### src/rtl/div_ctrl_pkg.sv
// Shared types for the divider sequencing controller: FSM states, key codes, view select.
package div_ctrl_pkg;

    typedef enum logic [2:0] {
        ENTER_A,
        ENTER_B,
        DIV_WAIT,
        CONV,
        SHOW,
        ERROR
    } state_t;

    typedef enum logic [1:0] {
        VIEW_A = 2'b00,
        VIEW_B = 2'b01,
        VIEW_Q = 2'b10,
        VIEW_R = 2'b11
    } view_t;

    localparam logic [3:0] KEY_ENTER  = 4'hA;
    localparam logic [3:0] KEY_TOGGLE = 4'hB;
    localparam logic [3:0] KEY_CLEAR  = 4'hC;

    function automatic logic is_digit(input logic [3:0] k);
        return k <= 4'd9;
    endfunction

endpackage

### src/rtl/dec_accum.sv
// Decimal operand accumulator: acc*10+d with digit-count and W-bit range limit.
module dec_accum #(
    parameter int W          = 7,
    parameter int MAX_DIGITS = 3
) (
    input  logic         clk,
    input  logic         rst,
    input  logic         clr,
    input  logic         load,
    input  logic [3:0]   digit,
    output logic [W-1:0] acc,
    output logic [W-1:0] next_acc,
    output logic         accept
);
    localparam int CW = $clog2(MAX_DIGITS + 1);
    localparam logic [W+3:0] ACC_MAX = {4'd0, {W{1'b1}}};

    logic [CW-1:0] cnt;
    logic [W+3:0]  sum;

    // Four guard bits hold acc*10+9 without wrap, so the limit test is exact.
    assign sum      = ({4'd0, acc} * (W+4)'(10)) + {{W{1'b0}}, digit};
    assign accept   = (cnt < CW'(MAX_DIGITS)) && (sum <= ACC_MAX);
    assign next_acc = sum[W-1:0];

    always_ff @(posedge clk or negedge rst) begin
        if (!rst) begin
            acc <= '0;
            cnt <= '0;
        end else if (clr) begin
            acc <= '0;
            cnt <= '0;
        end else if (load && accept) begin
            acc <= next_acc;
            cnt <= cnt + 1'b1;
        end
    end

endmodule

### src/rtl/div_seq_ctrl.sv
// Keypad -> divider -> bin2bcd sequencing controller.
// Optional divider timeout enabled by defining DIV_WATCHDOG_EN.
module div_seq_ctrl
    import div_ctrl_pkg::*;
#(
    parameter int W           = 7,
    parameter int MAX_DIGITS  = 3,
    parameter int WDOG_CYCLES = 64
) (
    input  logic         clk,
    input  logic         rst,
    input  logic         key_valid,
    input  logic [3:0]   key_code,
    output logic         div_start,
    output logic [W-1:0] div_a,
    output logic [W-1:0] div_b,
    input  logic         div_done,
    input  logic [W-1:0] div_q,
    input  logic [W-1:0] div_r,
    output logic         bcd_start,
    output logic [W-1:0] bcd_bin,
    input  logic         bcd_done,
    output logic [1:0]   view,
    output logic         err,
    output logic         busy
);
    state_t       state, state_n, ret, ret_n;
    view_t        view_q, view_n;
    logic [W-1:0] div_a_n, div_b_n, bcd_bin_n, q_lat, r_lat, q_lat_n, r_lat_n;
    logic         err_n, div_start_n, bcd_start_n;
    logic         key_ok, do_clear, acc_clr, acc_load, acc_accept, wdog_expire;
    logic [W-1:0] acc, acc_next;

    dec_accum #(.W(W), .MAX_DIGITS(MAX_DIGITS)) u_acc (
        .clk      (clk),
        .rst      (rst),
        .clr      (acc_clr),
        .load     (acc_load),
        .digit    (key_code),
        .acc      (acc),
        .next_acc (acc_next),
        .accept   (acc_accept)
    );

    assign busy   = (state == DIV_WAIT) || (state == CONV);
    assign key_ok = key_valid && !busy;
    assign view   = view_q;

`ifdef DIV_WATCHDOG_EN
    localparam int WDW = $clog2(WDOG_CYCLES + 1);
    logic [WDW-1:0] wdog_cnt;

    always_ff @(posedge clk or negedge rst) begin
        if (!rst)                  wdog_cnt <= '0;
        else if (state != DIV_WAIT) wdog_cnt <= '0;
        else                       wdog_cnt <= wdog_cnt + 1'b1;
    end

    assign wdog_expire = (state == DIV_WAIT) && (wdog_cnt == WDW'(WDOG_CYCLES - 1));
`else
    logic unused_wdog;
    assign unused_wdog = ^WDOG_CYCLES;
    assign wdog_expire = 1'b0;
`endif

    always_comb begin
        state_n     = state;
        ret_n       = ret;
        view_n      = view_q;
        div_a_n     = div_a;
        div_b_n     = div_b;
        bcd_bin_n   = bcd_bin;
        q_lat_n     = q_lat;
        r_lat_n     = r_lat;
        err_n       = err;
        div_start_n = 1'b0;
        bcd_start_n = 1'b0;
        acc_clr     = 1'b0;
        acc_load    = 1'b0;
        do_clear    = 1'b0;

        case (state)
            ENTER_A, ENTER_B: if (key_ok) begin
                if (is_digit(key_code)) begin
                    if (acc_accept) begin
                        acc_load    = 1'b1;
                        bcd_bin_n   = acc_next;
                        bcd_start_n = 1'b1;
                        ret_n       = state;
                        state_n     = CONV;
                    end
                end else if (key_code == KEY_ENTER) begin
                    if (state == ENTER_A) begin
                        div_a_n     = acc;
                        acc_clr     = 1'b1;
                        view_n      = VIEW_B;
                        bcd_bin_n   = '0;
                        bcd_start_n = 1'b1;
                        ret_n       = ENTER_B;
                        state_n     = CONV;
                    end else if (acc == '0) begin
                        err_n   = 1'b1;
                        state_n = ERROR;
                    end else begin
                        div_b_n     = acc;
                        div_start_n = 1'b1;
                        state_n     = DIV_WAIT;
                    end
                end else if (key_code == KEY_CLEAR) begin
                    do_clear = 1'b1;
                end
            end
            DIV_WAIT: begin
                if (div_done) begin
                    q_lat_n     = div_q;
                    r_lat_n     = div_r;
                    view_n      = VIEW_Q;
                    bcd_bin_n   = div_q;
                    bcd_start_n = 1'b1;
                    ret_n       = SHOW;
                    state_n     = CONV;
                end else if (wdog_expire) begin
                    err_n   = 1'b1;
                    state_n = ERROR;
                end
            end
            // A done coincident with our own start pulse belongs to nothing.
            CONV: if (bcd_done && !bcd_start) state_n = ret;
            SHOW: if (key_ok) begin
                if (key_code == KEY_TOGGLE) begin
                    view_n      = (view_q == VIEW_Q) ? VIEW_R : VIEW_Q;
                    bcd_bin_n   = (view_q == VIEW_Q) ? r_lat : q_lat;
                    bcd_start_n = 1'b1;
                    ret_n       = SHOW;
                    state_n     = CONV;
                end else if (key_code == KEY_ENTER || key_code == KEY_CLEAR) begin
                    do_clear = 1'b1;
                end
            end
            ERROR: if (key_ok && key_code == KEY_CLEAR) do_clear = 1'b1;
            default: state_n = ENTER_A;
        endcase

        if (do_clear) begin
            acc_clr     = 1'b1;
            div_a_n     = '0;
            div_b_n     = '0;
            err_n       = 1'b0;
            view_n      = VIEW_A;
            bcd_bin_n   = '0;
            bcd_start_n = 1'b1;
            ret_n       = ENTER_A;
            state_n     = CONV;
        end
    end

    always_ff @(posedge clk or negedge rst) begin
        if (!rst) begin
            state     <= ENTER_A;
            ret       <= ENTER_A;
            view_q    <= VIEW_A;
            div_a     <= '0;
            div_b     <= '0;
            bcd_bin   <= '0;
            q_lat     <= '0;
            r_lat     <= '0;
            err       <= 1'b0;
            div_start <= 1'b0;
            bcd_start <= 1'b0;
        end else begin
            state     <= state_n;
            ret       <= ret_n;
            view_q    <= view_n;
            div_a     <= div_a_n;
            div_b     <= div_b_n;
            bcd_bin   <= bcd_bin_n;
            q_lat     <= q_lat_n;
            r_lat     <= r_lat_n;
            err       <= err_n;
            div_start <= div_start_n;
            bcd_start <= bcd_start_n;
        end
    end

endmodule

### config.mk
export PLATFORM = sky130hd
export DESIGN_NAME = div_seq_ctrl
export DESIGN_NICKNAME = d
export VERILOG_FILES = /design/src/rtl/div_ctrl_pkg.sv /design/src/rtl/dec_accum.sv /design/src/rtl/div_seq_ctrl.sv
export SDC_FILE = /design/constraint.sdc
export NUM_CORES = 1
export LEC_CHECK = 0
export CAP_MARGIN = 20
export CORE_ASPECT_RATIO = 0.7
export CORE_MARGIN = 5
export CORE_UTILIZATION = 49
export CTS_CLUSTER_DIAMETER = 100
export DETAILED_ROUTE_END_ITERATION = 16
export HOLD_SLACK_MARGIN = 0.03
export PLACE_DENSITY = 0.78
export SYNTH_ARGS = -nofsm -noshare
export SYNTH_HDL_FRONTEND = slang
export SYNTH_SLANG_ARGS = --single-unit
### constraint.sdc
create_clock -name clk -period 3.6 [get_ports clk]
set_input_delay 1.08 -clock clk [delete_from_list [all_inputs] [get_ports clk]]
set_output_delay 1.08 -clock clk [all_outputs]
set_load 0.02 [all_outputs]
==> results of run 1 <==
[cell type report]
class                           instances  area share [%]
Inverter                               20            1.86
Clock buffer                            5            1.71
Timing Repair Buffer                   77            17.3
Tap cell                               78            2.42
Clock inverter                          3            1.15
Multi-Input combinational cell        233            41.5
Sequential cell                        55            34.1
[what timing repair did]
action                                  in CTS  in global routing
cloned                                       0                  0
gates resized for setup                      1                  1
endpoints found under the setup margin       3                  1
[sequential cells by signal, indices dropped and copies added (netlist names), 2 cells and up]
register,flops
bcd_bin,7
div_a,7
div_b,7
q_lat,7
r_lat,7
u_acc.acc,7
ret,3
state,3
u_acc.cnt,2
view,2
[stage by stage]
step | TNS (ns) | util, %
after floorplan | 0 | -
after detailed placement | -3.91 | 62.3
after global routing | 0 | 64.2
after CTS | 0 | 64.2
after global placement | -2.19 | 62.3
final | 0 | 64.2
[cells in the final DEF, fill, tap and decap left out, types with 2 or more instances in the layout]
cell,instances
a21oi_1,14
nand3b_1,3
o22ai_1,5
nor2_1,14
and3_1,2
mux2_2,16
xor2_1,3
nand2_1,51
buf_4,28
clkbuf_8,5
mux2i_1,19
dfrtp_1,55
nor2b_1,5
nor4bb_1,2
clkdlybuf4s50_1,48
fa_1,2
a21o_1,6
o21ai_0,22
nand3_1,4
and2_1,4
nand4b_1,2
nand2b_1,3
nor3_1,5
ha_1,14
inv_1,20
xnor2_1,4
mux2_4,5
o31ai_1,3
[kinds of logic after synthesis]
family,after synthesis,synth area share [%]
DFF,55,43.3
AOI/OAI and AO/OA,67,13.7
muxes,40,14.0
xor gates and xnor gates,7,1.93
buffers and inverters,34,4.29
and+or+nand+nor,103,15.9
adders and majority gates,16,6.77
[worst max-delay path by stage]
| stage | start | end | slack (ns) |
|---|---|---|---|
| floorplan | u_acc.acc[1]$_DFFE_PN0P_ | bcd_bin[0]$_DFFE_PN0P_ | 0.20 |
| global placement | key_code[1] | ret[0]$_DFFE_PN0P_ | -0.28 |
| detailed placement | key_code[1] | bcd_bin[5]$_DFFE_PN0P_ | -0.39 |
| CTS | key_code[2] | bcd_bin[3]$_DFFE_PN0P_ | 0.10 |
| global route | key_code[2] | bcd_bin[3]$_DFFE_PN0P_ | 0.02 |
| finish | key_code[2] | bcd_bin[3]$_DFFE_PN0P_ | 0.09 |
[report_power, final]
part	switching (W)	leakage [nW]	internal, W	total (W)
Sequential	0.000212	0.685	0.000880	0.00109
Combinational	0.000973	1.13	0.000914	0.00189
Clock	0.000221	0.0548	0.000210	0.000431
[layer usage]
layer	wire (um)	GRT usage [%]
met5	0	0
met4	69	3.62
met3	741	4.73
met2	3630	30.5
met1	3870	31.2
[worst max-delay path, cell delays in order]
cell,delay (ns)
clkdlybuf4s50_1,0.50
ha_1,0.34
a21o_1,0.17
a21oi_1,0.18
or4b_4,0.51
a2111oi_4,0.41
nor2b_2,0.20
mux2_4,0.33
==> flow_metrics.env, run 1 <==
export IMPL_status="complete, no violations"
export IMPL_clk_latency_ns=0.31
export IMPL_syn_area_um2=3180
export IMPL_core_um2=6280
export IMPL_final_setup_worst_slack_ns=0.0923
export IMPL_crit_arrival_ns=3.72
export IMPL_rsz0062_at_grt="no"
export IMPL_holdCritPathClass="reg2reg"
export IMPL_whs_ns=0.514
export IMPL_wl_per_cell_um=17.6
export IMPL_drtIter0Drc=171
export IMPL_port_buffers=49
export IMPL_die_w_um=106
export IMPL_h_tree_depth=2
export IMPL_critPathLaunchType="input pin"
export IMPL_worstSetupEndpointType="flop"
export IMPL_groute_usage_overall_pct=20.6
export IMPL_ant_nets=0
export IMPL_rr_endpoint="bcd_bin[3]$_DFFE_PN0P_"
export IMPL_worstPathMaxFanout=10
export IMPL_relSlewSlack_pct=37.9
export IMPL_synth_ff_type="dfrtp_1"
export IMPL_leakagePower_nw=1.87
export IMPL_ys_top_cells_by_area="dfrtp_1 (43%), nand2_1 (6.0%), mux2i_1 (6.0%), mux2_2 (5.7%), ha_1 (5.5%)"
export IMPL_drv_slew=0
export IMPL_cts_tree="yes"
export IMPL_postLayoutCellArea_um2=4030
export IMPL_grt_overflow_total=0
export IMPL_syn_inst=322
export IMPL_ys_types=51
export IMPL_yosysTopAreaCellShare_pct=43.3
export IMPL_cts_setup_buffers=0
export IMPL_drt_wl_total_um=8310
export IMPL_seq_area_frac_synth_pct=43.3
export IMPL_fin_skew_ns=0.00623
export IMPL_syn_to_final_growth_pct=26.9
export IMPL_place_gp_congestion=0.917
export IMPL_drv_cap=0
export IMPL_postSynth_asyncResetShare_pct=100
export IMPL_drive_above_1_share_pct=16.0
export IMPL_crit_required_ns=3.81
export IMPL_synth_seq_cells=55
export IMPL_place_hpwl_um=6140
export IMPL_crit_type="in2reg"
export IMPL_dp_cells=463
export IMPL_fin_crit_ns=3.51
export IMPL_synth_most_common_cell="dfrtp_1"
export IMPL_nFillCells=528
export IMPL_p_per_area_nw_per_um2=846
export IMPL_holdPathEnd="u_acc.cnt[0]$_DFFE_PN0P_"
export IMPL_fmax_mhz=285
export IMPL_grt_max_degree=21
export IMPL_tightest_slew_ns=0.930
export IMPL_hold_violations=0
export IMPL_setup_viol=0
export IMPL_syn_mean_instance_area_um2=9.87
export IMPL_hold_path_startpoint="u_acc.cnt[0]$_DFFE_PN0P_"
export IMPL_n_antenna_cell=0
export IMPL_finalCritPeriodShare_pct=97.4
export IMPL_num_io_pins=50
export IMPL_via_per_inst=5.70
export IMPL_std_cell_rows=24
export IMPL_grt_pass1_wl_um=13600
export IMPL_synth_top_cells_by_count="dfrtp_1 (55), nand2_1 (51), o21ai_0 (22), inv_1 (20), mux2i_1 (19)"
export IMPL_synth_edff_count=0
export IMPL_die_y_um=77.4
export IMPL_cts_hold_buffers_added=0
export IMPL_r2r_setup_slack_ns=0.20
export IMPL_placed_cell_area_um2=3910
export IMPL_drt_pass1_iterations=5
export IMPL_route_detailed_drc=0
export IMPL_clk_pin_slew_ns=0.11
export IMPL_syn_nets=361
export IMPL_antenna_found_initial=0
export IMPL_yosysWarnings=0
export IMPL_die_area_um2=8220
export IMPL_p_total_w=0.00341
export IMPL_yosysTopAreaCell="dfrtp_1"
export IMPL_cts_root_buf="clkbuf_8"
export IMPL_multi_input_area_um2=1670
export IMPL_reg2regPathDepth=10
export IMPL_pre_cts_slack_ns=-0.394
export IMPL_register_area_um2=1380
export IMPL_initial_core_util_pct=50.6
export IMPL_peakVddDrop_uv=512
export IMPL_grt_pass1_vias=2684
export IMPL_clock_path_buffers=2
export IMPL_whs_path_depth=1
export IMPL_fin_cells=471
export IMPL_cts_sinks=55
export IMPL_cts_made_buffers=5
export IMPL_fin_nets=431
export IMPL_vias=2683
export IMPL_r2r_start="u_acc.acc[2]$_DFFE_PN0P_"
Note: power is estimated with default switching activity, not from simulation.
==> inputs of run 2 (changes only) <==
--- a/config.mk
+++ b/config.mk
@@ -8,11 +8,11 @@
 export CAP_MARGIN = 20
 export CORE_ASPECT_RATIO = 0.7
 export CORE_MARGIN = 5
-export CORE_UTILIZATION = 49
+export CORE_UTILIZATION = 50
 export CTS_CLUSTER_DIAMETER = 100
 export DETAILED_ROUTE_END_ITERATION = 16
 export HOLD_SLACK_MARGIN = 0.03
-export PLACE_DENSITY = 0.78
+export PLACE_DENSITY = 0.76
 export SYNTH_ARGS = -nofsm -noshare
 export SYNTH_HDL_FRONTEND = slang
 export SYNTH_SLANG_ARGS = --single-unit
==> constraint.sdc (replaced) <==
create_clock -name clk -period 3.5 [get_ports clk]
set_input_delay 1.05 -clock clk [delete_from_list [all_inputs] [get_ports clk]]
set_output_delay 1.05 -clock clk [all_outputs]
set_load 0.02 [all_outputs]
==> flow_metrics.env, run 2 (synthesis results as in run 1) <==
export IMPL_fin_crit_ns=3.45
export IMPL_fin_cells=473
export IMPL_grt_pass1_wl_um=13000
export IMPL_status="complete, no violations"
export IMPL_wl_per_cell_um=16.8
export IMPL_hold_violations=0
export IMPL_crit_arrival_ns=3.66
export IMPL_groute_usage_overall_pct=19.6
export IMPL_clk_latency_ns=0.32
export IMPL_grt_pass1_vias=2607
export IMPL_route_detailed_drc=0
export IMPL_ant_nets=0
export IMPL_drt_pass1_iterations=4
export IMPL_dp_cells=465
export IMPL_drv_cap=0
export IMPL_pwr_share_seq_pct=32.3
export IMPL_antenna_found_initial=0
export IMPL_num_io_pins=50
export IMPL_die_area_um2=8070
export IMPL_port_buffers=49
export IMPL_leakagePower_nw=1.89
export IMPL_drt_wl_total_um=7960
export IMPL_relSlewSlack_pct=37.2
export IMPL_tightest_slew_ns=0.941
export IMPL_p_total_w=0.00346
export IMPL_std_cell_rows=24
export IMPL_intPower_w=0.00203
export IMPL_place_hpwl_um=5970
export IMPL_drv_slew=0
export IMPL_p_sw_w=0.00143
export IMPL_holdCritPathClass="reg2reg"
export IMPL_switching_share_pct=41.3
export IMPL_peakVddDrop_uv=456
export IMPL_critPathLaunchType="input pin"
export IMPL_finalCritPeriodShare_pct=98.5
export IMPL_grt_max_degree=56
export IMPL_crit_type="in2reg"
export IMPL_p_clk_share_pct=11.1
export IMPL_cts_sinks=55
export IMPL_h_tree_depth=2
export IMPL_mostFrequentLayoutCells="dfrtp_1 (55), nand2_1 (51), clkdlybuf4s50_1 (47)"
export IMPL_postLayoutCellArea_um2=4040
export IMPL_core_um2=6190
export IMPL_fin_nets=433
export IMPL_die_y_um=76.7
export IMPL_final_core_util_pct=65.3
export IMPL_layout_commonest_cell="dfrtp_1"
export IMPL_fmax_mhz=290
export IMPL_p_per_area_nw_per_um2=858
export IMPL_cts_tree="yes"
export IMPL_cts_hold_buffers_added=0
export IMPL_placed_cell_area_um2=3920
export IMPL_clock_path_buffers=2
export IMPL_clk_pin_slew_ns=0.11
export IMPL_pwr_share_comb_pct=56.5
export IMPL_crit_required_ns=3.71
export IMPL_via_per_inst=5.58
export IMPL_fin_skew_ns=0.0106
export IMPL_cts_made_buffers=5
export IMPL_setup_viol=0
export IMPL_setup_tns_ns=0
export IMPL_place_gp_congestion=0.893
export IMPL_drive_above_1_share_pct=16.2
export IMPL_n_antenna_cell=0
export IMPL_initial_core_util_pct=51.4
export IMPL_cts_root_buf="clkbuf_8"
export IMPL_grt_overflow_total=0
export IMPL_die_w_um=105
export IMPL_drtIter0Drc=115
export IMPL_syn_to_final_growth_pct=27.1
export IMPL_worstPathMaxFanout=9
export IMPL_worstSetupEndpointType="flop"
export IMPL_vias=2639
==> run 2: cell count changes in the layout (fill, tap and decap cells not counted), sizes merged <==
| cell | delta |
|---|---|
| buf | +2 |
| bufinv | -1 |
| clkbuf | +1 |
| clkdlybuf4s50 | -1 |
| clkinv | +1 |
| dlymetal6s2s | +1 |
| inv | -1 |
==> run 2: final cells by class <==
class                   count  area (um^2)
inverters                  20         75.1
repair buffers             79          717
multi-input cells         233         1670
fillers                   526         2150
well taps                  78         97.6
flip-flops and latches     55         1380
clock inverters             2         16.3
clock buffers               6         82.6
==> run 2: critical path, stage by stage <==
cell	delay, ns
clkdlybuf4s50_1	0.51
ha_1	0.20
fa_1	0.22
a21o_1	0.14
nand3b_1	0.09
or4b_4	0.52
a2111oi_4	0.44
nor2b_4	0.16
mux2_4	0.33
==> run 2: per-layer routing <==
metal	part of all wire (%)	GRT usage [%]
met2	43	27.8
met5	0	0
met4	1.2	5.24
met1	48	30.2
met3	7.4	3.86
==> run 2: worst paths after layout <==
check	endpoint	slack, ns	startpoint	cells after the start
worst max-delay path	bcd_bin[3]$_DFFE_PN0P_	0.05	key_code[1]	9
worst max register to register	bcd_bin[3]$_DFFE_PN0P_	0.13	u_acc.acc[2]$_DFFE_PN0P_	10
worst min-delay path	u_acc.cnt[0]$_DFFE_PN0P_	0.51	u_acc.cnt[0]$_DFFE_PN0P_	1
max in group asynchronous	ret[0]$_DFFE_PN0P_	2.18	rst	2
worst min register to register	u_acc.cnt[0]$_DFFE_PN0P_	0.51	u_acc.cnt[0]$_DFFE_PN0P_	1
min in group asynchronous	div_b[1]$_DFFE_PN0P_	0.86	rst	2
==> run 2: through the flow <==
| step | hold WS [ns] | worst slack [ns] |
|---|---|---|
| after floorplan | 0.455 | 0.0994 |
| after global placement | 0.480 | -0.413 |
| after detailed placement | 0.494 | -0.457 |
| after CTS | 0.510 | 0.0386 |
| after global routing | 0.526 | -0.00586 |
| final | 0.509 | 0.0525 |
==> run 2: timing repair <==
item                                    in CTS  in global routing
gates resized for setup                      1                  3
endpoints found under the setup margin       9                 10
pin swaps                                    0                  1
setup buffers                                0                  0
==> run 2: power by group through the flow <==
stage,combinational [W],sequential (W),clock [W]
2_1_floorplan,0.00111,0.00121,0
3_3_place_gp,0.00187,0.00112,0
3_5_place_dp,0.00194,0.00113,0
4_1_cts,0.00196,0.00112,0.000391
5_1_grt,0.00212,0.00115,0.000425
6_report,0.00196,0.00112,0.000386
==> inputs of run 3 (changes only) <==
--- a/config.mk
+++ b/config.mk
@@ -11,8 +11,9 @@
 export CORE_UTILIZATION = 50
 export CTS_CLUSTER_DIAMETER = 100
 export DETAILED_ROUTE_END_ITERATION = 16
-export HOLD_SLACK_MARGIN = 0.03
+export HOLD_SLACK_MARGIN = 0.08
 export PLACE_DENSITY = 0.76
+export SKIP_LAST_GASP = 1
 export SYNTH_ARGS = -nofsm -noshare
 export SYNTH_HDL_FRONTEND = slang
 export SYNTH_SLANG_ARGS = --single-unit
==> flow_metrics.env, run 3 (synthesis results as in run 1) <==
export IMPL_setup_viol=0
export IMPL_drv_cap=0
export IMPL_n_antenna_cell=0
export IMPL_rsz0062_at_grt="yes"
export IMPL_relSlewSlack_pct=37.2
export IMPL_cts_made_buffers=5
export IMPL_clock_path_buffers=2
export IMPL_peakVddDrop_uv=453
export IMPL_crit_type="in2reg"
export IMPL_layout_commonest_cell="dfrtp_1"
export IMPL_finalCritPeriodShare_pct=98.4
export IMPL_wl_met1_um=3890
export IMPL_port_buffers=49
export IMPL_route_detailed_drc=0
export IMPL_p_per_area_nw_per_um2=859
export IMPL_wl_met3_um=532
export IMPL_ant_nets=0
export IMPL_drive_above_1_share_pct=16.2
export IMPL_switching_share_pct=41.3
export IMPL_fin_nets=433
export IMPL_final_setup_worst_slack_ns=0.0547
export IMPL_tightest_slew_ns=0.940
export IMPL_p_sw_w=0.00143
export IMPL_pwr_share_comb_pct=56.5
export IMPL_highest_layer="met4"
export IMPL_clk_latency_ns=0.32
export IMPL_fin_skew_ns=0.0108
export IMPL_fmax_mhz=290
export IMPL_fin_crit_ns=3.45
export IMPL_die_area_um2=8070
export IMPL_pwr_share_seq_pct=32.3
export IMPL_via_per_inst=5.57
export IMPL_setup_tns_ns=0
export IMPL_grt_max_degree=56
export IMPL_drtIter0Drc=110
export IMPL_cts_tree="yes"
export IMPL_die_y_um=76.7
export IMPL_grt_overflow_total=0
export IMPL_drt_wl_total_um=7950
export IMPL_die_w_um=105
export IMPL_wl_met2_um=3400
export IMPL_initial_core_util_pct=51.4
export IMPL_h_tree_depth=2
export IMPL_crit_required_ns=3.71
export IMPL_intPower_w=0.00203
export IMPL_final_core_util_pct=65.2
export IMPL_groute_usage_overall_pct=19.6
export IMPL_p_clk_share_pct=11.2
export IMPL_fin_cells=473
export IMPL_place_gp_congestion=0.893
export IMPL_wl_per_cell_um=16.8
export IMPL_cts_sinks=55
export IMPL_antenna_found_initial=0
export IMPL_crit_arrival_ns=3.66
export IMPL_critPathLaunchType="input pin"
export IMPL_mostFrequentLayoutCells="dfrtp_1 (55), nand2_1 (51), clkdlybuf4s50_1 (48)"
export IMPL_pre_cts_slack_ns=-0.457
export IMPL_place_hpwl_um=5970
export IMPL_grt_pass1_vias=2607
export IMPL_worstSetupEndpointType="flop"
export IMPL_std_cell_rows=24
export IMPL_cts_root_buf="clkbuf_8"
export IMPL_hold_violations=0
export IMPL_vias=2636
export IMPL_syn_to_final_growth_pct=27.0
export IMPL_holdCritPathClass="reg2reg"
export IMPL_placed_cell_area_um2=3920
export IMPL_status="complete, no violations"
export IMPL_dp_cells=465
export IMPL_core_um2=6190
export IMPL_drt_pass1_iterations=4
export IMPL_cts_hold_buffers_added=0
export IMPL_drv_slew=0
export IMPL_worstPathMaxFanout=9
export IMPL_num_io_pins=50
export IMPL_grt_pass1_wl_um=13000
export IMPL_clk_pin_slew_ns=0.11
export IMPL_leakagePower_nw=1.88
export IMPL_cts_setup_buffers=0
export IMPL_postLayoutCellArea_um2=4030
==> run 3: changes by cell type in the layout (fill, tap and decap cells not counted), sizes merged <==
cell           change
clkdlybuf4s50      +1
dlymetal6s2s       -1
==> run 3: what timing repair did <==
action / in CTS / in global routing
endpoints found under the setup margin: 9 / 10
pin swaps: 0 / 1
resized for setup: 1 / 2
==> run 3: final timing paths <==
| kind | cells after the start | slack (ns) | startpoint | end |
|---|---|---|---|---|
| min in group asynchronous | 2 | 0.85 | rst | div_b[1]$_DFFE_PN0P_ |
| worst max-delay path | 9 | 0.05 | key_code[1] | bcd_bin[3]$_DFFE_PN0P_ |
| worst max register to register | 10 | 0.13 | u_acc.acc[2]$_DFFE_PN0P_ | bcd_bin[3]$_DFFE_PN0P_ |
| worst min register to register | 1 | 0.51 | u_acc.cnt[0]$_DFFE_PN0P_ | u_acc.cnt[0]$_DFFE_PN0P_ |
| max in group asynchronous | 2 | 2.18 | rst | ret[0]$_DFFE_PN0P_ |
| worst min-delay path | 1 | 0.51 | u_acc.cnt[0]$_DFFE_PN0P_ | u_acc.cnt[0]$_DFFE_PN0P_ |
==> run 3: per-layer routing <==
metal	global-route usage, %	vias to the layer above
met4	5.24	0
met1	30.2	1280
met3	3.86	14
li1	-	1277
met2	27.8	65
met5	0	-
==> run 3: through the flow <==
stage | power, W | hold slack [ns]
5_1_grt | 0.00370 | 0.526
6_report | 0.00346 | 0.508
3_3_place_gp | 0.00299 | 0.480
3_5_place_dp | 0.00307 | 0.494
4_1_cts | 0.00346 | 0.510
2_1_floorplan | 0.00233 | 0.455
==> run 3: area by class of cell <==
class                      instances  area (um^2)
tap                               78         97.6
clock buffer                       6         82.6
clock inverter                     2         16.3
sequential                        55         1380
fill                             527         2150
inverter                          20         75.1
multi-input combinational        233         1670
timing repair buffer              79          714
==> run 3: power by group through the flow <==
| stage | Sequential, W | Combinational [W] | Clock (W) |
|---|---|---|---|
| 2_1_floorplan | 0.00121 | 0.00111 | 0 |
| 3_3_place_gp | 0.00112 | 0.00187 | 0 |
| 3_5_place_dp | 0.00113 | 0.00194 | 0 |
| 4_1_cts | 0.00112 | 0.00196 | 0.000391 |
| 5_1_grt | 0.00115 | 0.00212 | 0.000425 |
| 6_report | 0.00112 | 0.00196 | 0.000387 |
==> run 3: critical path, cell delays in order <==
cell             delay [ns]
clkdlybuf4s50_1        0.51
ha_1                   0.20
fa_1                   0.22
a21o_1                 0.14
nand3b_1               0.09
or4b_4                 0.52
a2111oi_4              0.43
nor2b_4                0.16
mux2_4                 0.33
